[src/rtl/s526n_bist_ctrl.sv]
// BIST sequencer for the s526n core: LFSR vector source, MISR compactor,
// golden-signature compare.
module s526n_bist_ctrl #(
  parameter int          N_PAT      = 256,
  parameter logic [15:0] LFSR_SEED  = 16'hACE1,
  parameter logic [15:0] GOLDEN_SIG = 16'h0000
) (
  input  logic        blif_clk_net,
  input  logic        blif_reset_net,
  input  logic        start,
  output logic        dut_rst,
  output logic [2:0]  dut_in,
  input  logic [5:0]  dut_out,
  output logic        busy,
  output logic        done,
  output logic        pass,
  output logic [15:0] signature
);

  localparam logic [2:0] IDLE    = 3'd0;
  localparam logic [2:0] DUT_RST = 3'd1;
  localparam logic [2:0] RUN     = 3'd2;
  localparam logic [2:0] DRAIN   = 3'd3;
  localparam logic [2:0] DONE    = 3'd4;

  localparam logic [15:0] LAST = 16'(N_PAT - 1);

  logic [2:0]  state;
  logic [2:0]  state_nx;
  logic        load;
  logic [15:0] lfsr;
  logic [15:0] misr;
  logic [15:0] run_cnt;
  logic [1:0]  sub_cnt;
  logic [15:0] lfsr_nx;
  logic [15:0] misr_nx;

  assign lfsr_nx = {lfsr[14:0],
                    lfsr[15] ^ lfsr[13] ^ lfsr[12] ^ lfsr[10]};
  assign misr_nx = {misr[14:0],
                    misr[15] ^ misr[13] ^ misr[12] ^ misr[10]}
                 ^ {10'b0, dut_out};

  always_comb begin
    state_nx = state;
    load     = 1'b0;
    case (state)
      IDLE, DONE: begin
        if (start) begin
          state_nx = DUT_RST;
          load     = 1'b1;
        end
      end
      DUT_RST: if (sub_cnt == 2'd1) state_nx = RUN;
      RUN:     if (run_cnt == LAST) state_nx = DRAIN;
      DRAIN:   if (sub_cnt == 2'd1) state_nx = DONE;
      default: state_nx = IDLE;
    endcase
  end

  always_ff @(posedge blif_clk_net or posedge blif_reset_net) begin
    if (blif_reset_net) begin
      state   <= IDLE;
      dut_rst <= 1'b1;
      lfsr    <= LFSR_SEED;
      misr    <= 16'h0000;
      run_cnt <= 16'h0000;
      sub_cnt <= 2'd0;
    end else begin
      state   <= state_nx;
      dut_rst <= (state_nx == DUT_RST);
      if (load) begin
        lfsr    <= LFSR_SEED;
        misr    <= 16'h0000;
        run_cnt <= 16'h0000;
        sub_cnt <= 2'd0;
      end else begin
        case (state)
          DUT_RST: begin
            sub_cnt <= (state_nx == state) ? sub_cnt + 2'd1 : 2'd0;
          end
          RUN: begin
            lfsr    <= lfsr_nx;
            misr    <= misr_nx;
            run_cnt <= run_cnt + 16'd1;
          end
          // DRAIN keeps compacting to flush the core's output latency
          DRAIN: begin
            misr    <= misr_nx;
            sub_cnt <= (state_nx == state) ? sub_cnt + 2'd1 : 2'd0;
          end
          default: ;
        endcase
      end
    end
  end

  assign dut_in    = (state == RUN) ? lfsr[2:0] : 3'b000;
  assign busy      = (state == DUT_RST) || (state == RUN)
                  || (state == DRAIN);
  assign done      = (state == DONE);
  assign pass      = done && (misr == GOLDEN_SIG);
  assign signature = misr;

endmodule

[config.mk]
export PLATFORM = sky130hd
export DESIGN_NAME = s526n_bist_ctrl
export DESIGN_NICKNAME = d
export VERILOG_FILES = /design/src/rtl/s526n_bist_ctrl.sv
export SDC_FILE = /design/constraint.sdc
export NUM_CORES = 1
export LEC_CHECK = 0
export BUFFER_PORTS_ARGS = -buffer_cell sky130_fd_sc_hd__buf_2
export CAP_MARGIN = 10
export CORE_MARGIN = 4
export CORE_UTILIZATION = 57
export DETAILED_ROUTE_END_ITERATION = 8
export PLACE_DENSITY = 0.89
export SLEW_MARGIN = 20
export SYNTH_ARGS = -nofsm -noshare
export SYNTH_HDL_FRONTEND = slang
export SYNTH_SLANG_ARGS = --single-unit
export TNS_END_PERCENT = 1
[constraint.sdc]
create_clock -name blif_clk_net -period 2 [get_ports blif_clk_net]
set_input_delay 0.4 -clock blif_clk_net [delete_from_list [all_inputs] [get_ports blif_clk_net]]
set_output_delay 0.4 -clock blif_clk_net [all_outputs]
set_load 0.01 [all_outputs]
Yosys cells after proc, flatten, opt, wreduce, memory -nomap -nowiden
Index checks and enable logic that the tools add are counted.

word-level totals
  register bits = 54
  input bits = 9
  output and inout bits = 23
  word-level logic and storage cells = 51

cells by class
  add/sub/neg operators = 2
  equal/unequal tests = 8
  mux-type cells = 17
  bitwise logic cells = 7
  reductions and logical operators = 11

operator list
  cell                                             count
  two-way mux 16 bit                               6
  adder 16 x 1 -> 16 bit (second input constant)   1
  == test 16 x 8 -> 1 bit (second input constant)  1
  zero test 16 bit                                 1
  bitwise XOR 16 x 6 -> 16 bit                     1
  two-way mux 3 bit                                5
  one-hot mux 3 bit (4 select lines)               1
  == test 3 x 1 -> 1 bit (second input constant)   2
  == test 3 x 2 -> 1 bit (second input constant)   2
  two-way mux 2 bit                                3
  nonzero test 2 bit                               3
  OR reduction 2 bit                               3
  bitwise XOR 1 bit                                6
  == test 3 bit                                    1
  == test 3 bit (second input constant)            1
  zero test 3 bit                                  1
  adder 2 x 1 -> 2 bit (second input constant)     1
  == test 2 x 1 -> 1 bit (second input constant)   1
  logical OR 1 bit                                 2
  two-way mux 1 bit                                2
  logical AND 1 bit                                1

Longest topological paths before layout
  depth after elaboration = 7
  depth in mapped cells = 6
  mapped depth without buffers = 5

Worst setup path before layout
OpenSTA, ideal clock, no wires.

  kind = reg2out
  start point = reg state[1]
  end point = out dut_in[0]
  arrival time = 1,393 ps
  data required time = 1,600 ps
  path slack = 207 ps
  cell stages (with the launch flop) = 6
  buffers on the path = 2
  cell sequence = dfrtp_1 buf_2 nor3b_1 clkbuf_1 nand2_1 inv_1

between the ends
  word-level cells in the longest chain between the ends = 2

RTL lines
  item                      RTL line  RTL
  start: declaration        28        logic [2:0] state;
  start signal: assignment  70        state <= state_nx;
  == test 3 x 2 -> 1 bit    98        assign dut_in = (state == RUN) ? lfsr[2:0] : 3'b000;
  two-way mux 3 bit         98
  end: declaration          12        output logic [2:0] dut_in,

No other way between the ends.

Final worst setup path
  start point = reg misr[9], in the netlist signature[9]
  end point = out pass

between the ends
  word-level cells in the longest chain between the ends = 2

RTL lines
  item                      RTL line  RTL
  start: declaration        32        logic [15:0] misr;
  start signal: assignment  84        misr <= misr_nx;
  start signal: assignment  89        misr <= misr_nx;
  zero test 16 bit          102       assign pass = done && (misr == GOLDEN_SIG);
  logical AND 1 bit         102
  end: declaration          16        output logic pass,

No other way between the ends.

==> results.yml <==
finish:
  area_delta_synth_final_pct: 18.19
  final_core_util: 0.7133
  antenna_cells: 0
  final_layout_size_suffix_gt1_frac: 0.2857
  fin_nets: 304
synth:
  ys_ff_latch: 54
  synth.net_count: 257
  synthSimpleGateAreaFrac: 0.2010
  synth_top_area_frac: 0.4534
  postSynthAreaPerCell_um2: 10.10
  synth_mux_area_frac: 0.004030
  synth_warnings: 0
  yosysTopAreaCell: "dfrtp_1"
  synth_adder_area_share: 0.01008
  synth-xor-area-share: 0.06700
  post-synth-top-count-cell: "dfrtp_1"
  yosysSeqAreaShare: 0.5486
  netlist-cell-type-count: 37
  synth_cells: 246
  synth_enable_flop_cells: 0
  synthesis.area_um2: 2484
  synth_compound_area_frac: 0.1335
  synthArstFlopShare: 1.000
  synth_top_family_by_area: "simple AND/OR/NAND/NOR gates"
  synthTopCellsByArea: "dfrtp_1 45%, dfstp_2 9.5%, nand2_1 6.3%"
  synth_top_cells_by_count: "45 x dfrtp_1, 42 x nand2_1, 19 x o21ai_0"
  synthFlopType: "dfrtp_1"
clocking:
  clock-root-buffer: "clkbuf_8"
  clk_pin_slew_worst_paths_ns: 0.10
  clk_latency_ns: 0.31
  cts_hold_buffers: 0
  cts_buffer_depth: 2
  cts_tree: "done"
  cts.htree.levels: 2
  cts_sinks: 54
  cts_buffers: 5
drt:
  dr.pass1.iters: 5
  drt_iter0_drc: 191
  wl_met2_mm: 2.789
  drt_wl_total_mm: 5.624
  routed.top_layer: "met4"
  vias_per_cell: 5.953
  drc_errors: 0
  routed-wl-met3_um: 334
  routedWlPerCell_um: 16.35
  ant_nets: 0
  vias: 2048
  met1_length_mm: 2.321
floorplan:
  placementRows: 23
  coreArea_um2: 4115
  ios: 32
  dieWidth_um: 74.01
  dieArea_um2: 5477
  start_util: 0.6035
  die_h_um: 74.01
place:
  port_buffers: 31
  hpwlAfterDp_mm: 3.817
  globalplace.congestion: 0.8340
  dpl_worst_slack_ns: 0.1112
setup_path:
  end_kind: "primary output"
  crit_path_start_kind: "register"
  critPathMaxFanout: 3
  critPathSlowestCell: "or4_4"
  crit_chain: "or4_4 > nor4_2 > buf_2"
  cp.buffers_inverters: 1
  worst_ep_required_time_ns: 1.60
  path_delay_family: "simple AND/OR/NAND/NOR gates"
  crit_type: "register to primary output"
  cp_data_arrival_time_ns: 1.61
  cpPeakStageDelay_ns: 0.52
global_routing:
  grt_max_degree: 28
  gr-total-overflow: 0
  grt_pass1_vias: 1987
  antenna_found_initial: 0
  grt_pass1_wl_mm: 9.045
  grt_usage: 0.2171
sta:
  hold_viol: 0
  slew_headroom: 0.4968
  min_period_over_period: 1.006
  skew_ns: 0.01653
  worst_pin_slew_ns: 0.7548
  fin_crit_ns: 2.011
  report.final.slew_viol_count: 0
  rsz0062_at_grt: "yes"
  fin_ws_ns: -0.01133
  fmax_mhz: 497.2
  setup_viol: 1
power:
  powerDensity_nw_per_um2: 1494
  ir_drop_mv: 0.7833
  p_leak_nw: 1.346
job:
  cap_viol_max_count: 0
outcome:
  status: "complete, but fails checks"
  violations: "negative setup slack"
hold_path:
  hold_class: "input port to async pin"
-- path summary, 6_finish.rpt --
kind | start | to | slack, ns | cells past startpoint
hold / removal | blif_reset_net | lfsr[14]$_DFFE_PP0P_ | 0.12 | 2
hold reg to reg | sub_cnt[0]$_DFFE_PP0P_ | sub_cnt[0]$_DFFE_PP0P_ | 0.50 | 1
min in group blif_clk_net | start | dut_rst$_DFF_PP1_ | 0.34 | 3
max in group asynchronous | blif_reset_net | lfsr[5]$_DFFE_PP1P_ | 1.24 | 3
setup / recovery | signature[9]$_DFFE_PP0P_ | pass | -0.01 | 3
setup reg to reg | state[1]$_DFF_PP0_ | run_cnt[9]$_DFFE_PP0P_ | 0.12 | 5
-- logic make-up after synthesis --
| group | after synthesis |
|---|---|
| AOI/OAI and AO/OA | 52 |
| muxes | 1 |
| xor gates and xnor gates | 19 |
| buffers and inverters | 21 |
| adders and majority gates | 2 |
| DFF | 54 |
| and+or+nand+nor | 97 |
-- flip-flops by register name (all words and copies together), names as in the netlist --
register   count
state          3
sub_cnt        2
run_cnt       16
dut_rst        1
signature     16
lfsr          16
-- area by class of cell --
type	count	area (um2)
clock buffers	7	96.34
inverters	10	37.54
clock inverters	1	8.758
well taps	50	62.56
flip-flops and latches	54	1368
multi-input cells	171	1057
fillers	277	1180
repair buffers	51	305.3
-- power breakdown --
part           switching [mW]  internal (mW)  total [mW]
combinational           0.994          0.869        1.86
sequential              0.356           1.51        1.86
clock                   0.339          0.317       0.657
-- metal layers --
metal,global-route usage,up-vias
li1,-,948
met1,0.2792,1001
met2,0.3553,81
met3,0.03919,18
met4,0.1066,0
met5,0,-
-- timing repair --
item / 4_1_cts / 5_1_grt
pin swaps: 2 / 1
endpoints found under the setup margin: 4 / 5
setup buffers: 3 / 9
resized for setup: 3 / 5
cloned: 0 / 0
-- per-stage QoR --
step | setup TNS (ns) | hold WS (ns) | power [mW] | std cells | cell area (um2)
after CTS | -0.04514 | 0.1402 | 4.199 | 335 | 2854
after global routing | -0.1741 | 0.1484 | 4.658 | 344 | 2935
final | -0.01133 | 0.1219 | 4.385 | 344 | 2935
after detailed placement | 0 | 0.4719 | 3.476 | 324 | 2715
after floorplan | 0 | 0.4630 | 2.938 | 246 | 2484
after global placement | 0 | 0.4719 | 3.360 | 324 | 2715
-- cell usage in the layout, fill, tap and decap left out, drive strengths merged, types with 2 or more instances in the layout --
master	instances
buf	51
dfrtp	45
nand2	42
o21ai	19
xnor2	15
nand3	13
a21oi	11
nor2	11
inv	10
dfstp	9
clkbuf	7
o22a	6
a22o	6
nor4	5
or3	4
o211ai	4
xor2	4
or4	4
nand2b	3
nand4	3
nor3	3
o31ai	3
or2	2
ha	2
nor3b	2
Power figures use the tool's default switching activity.
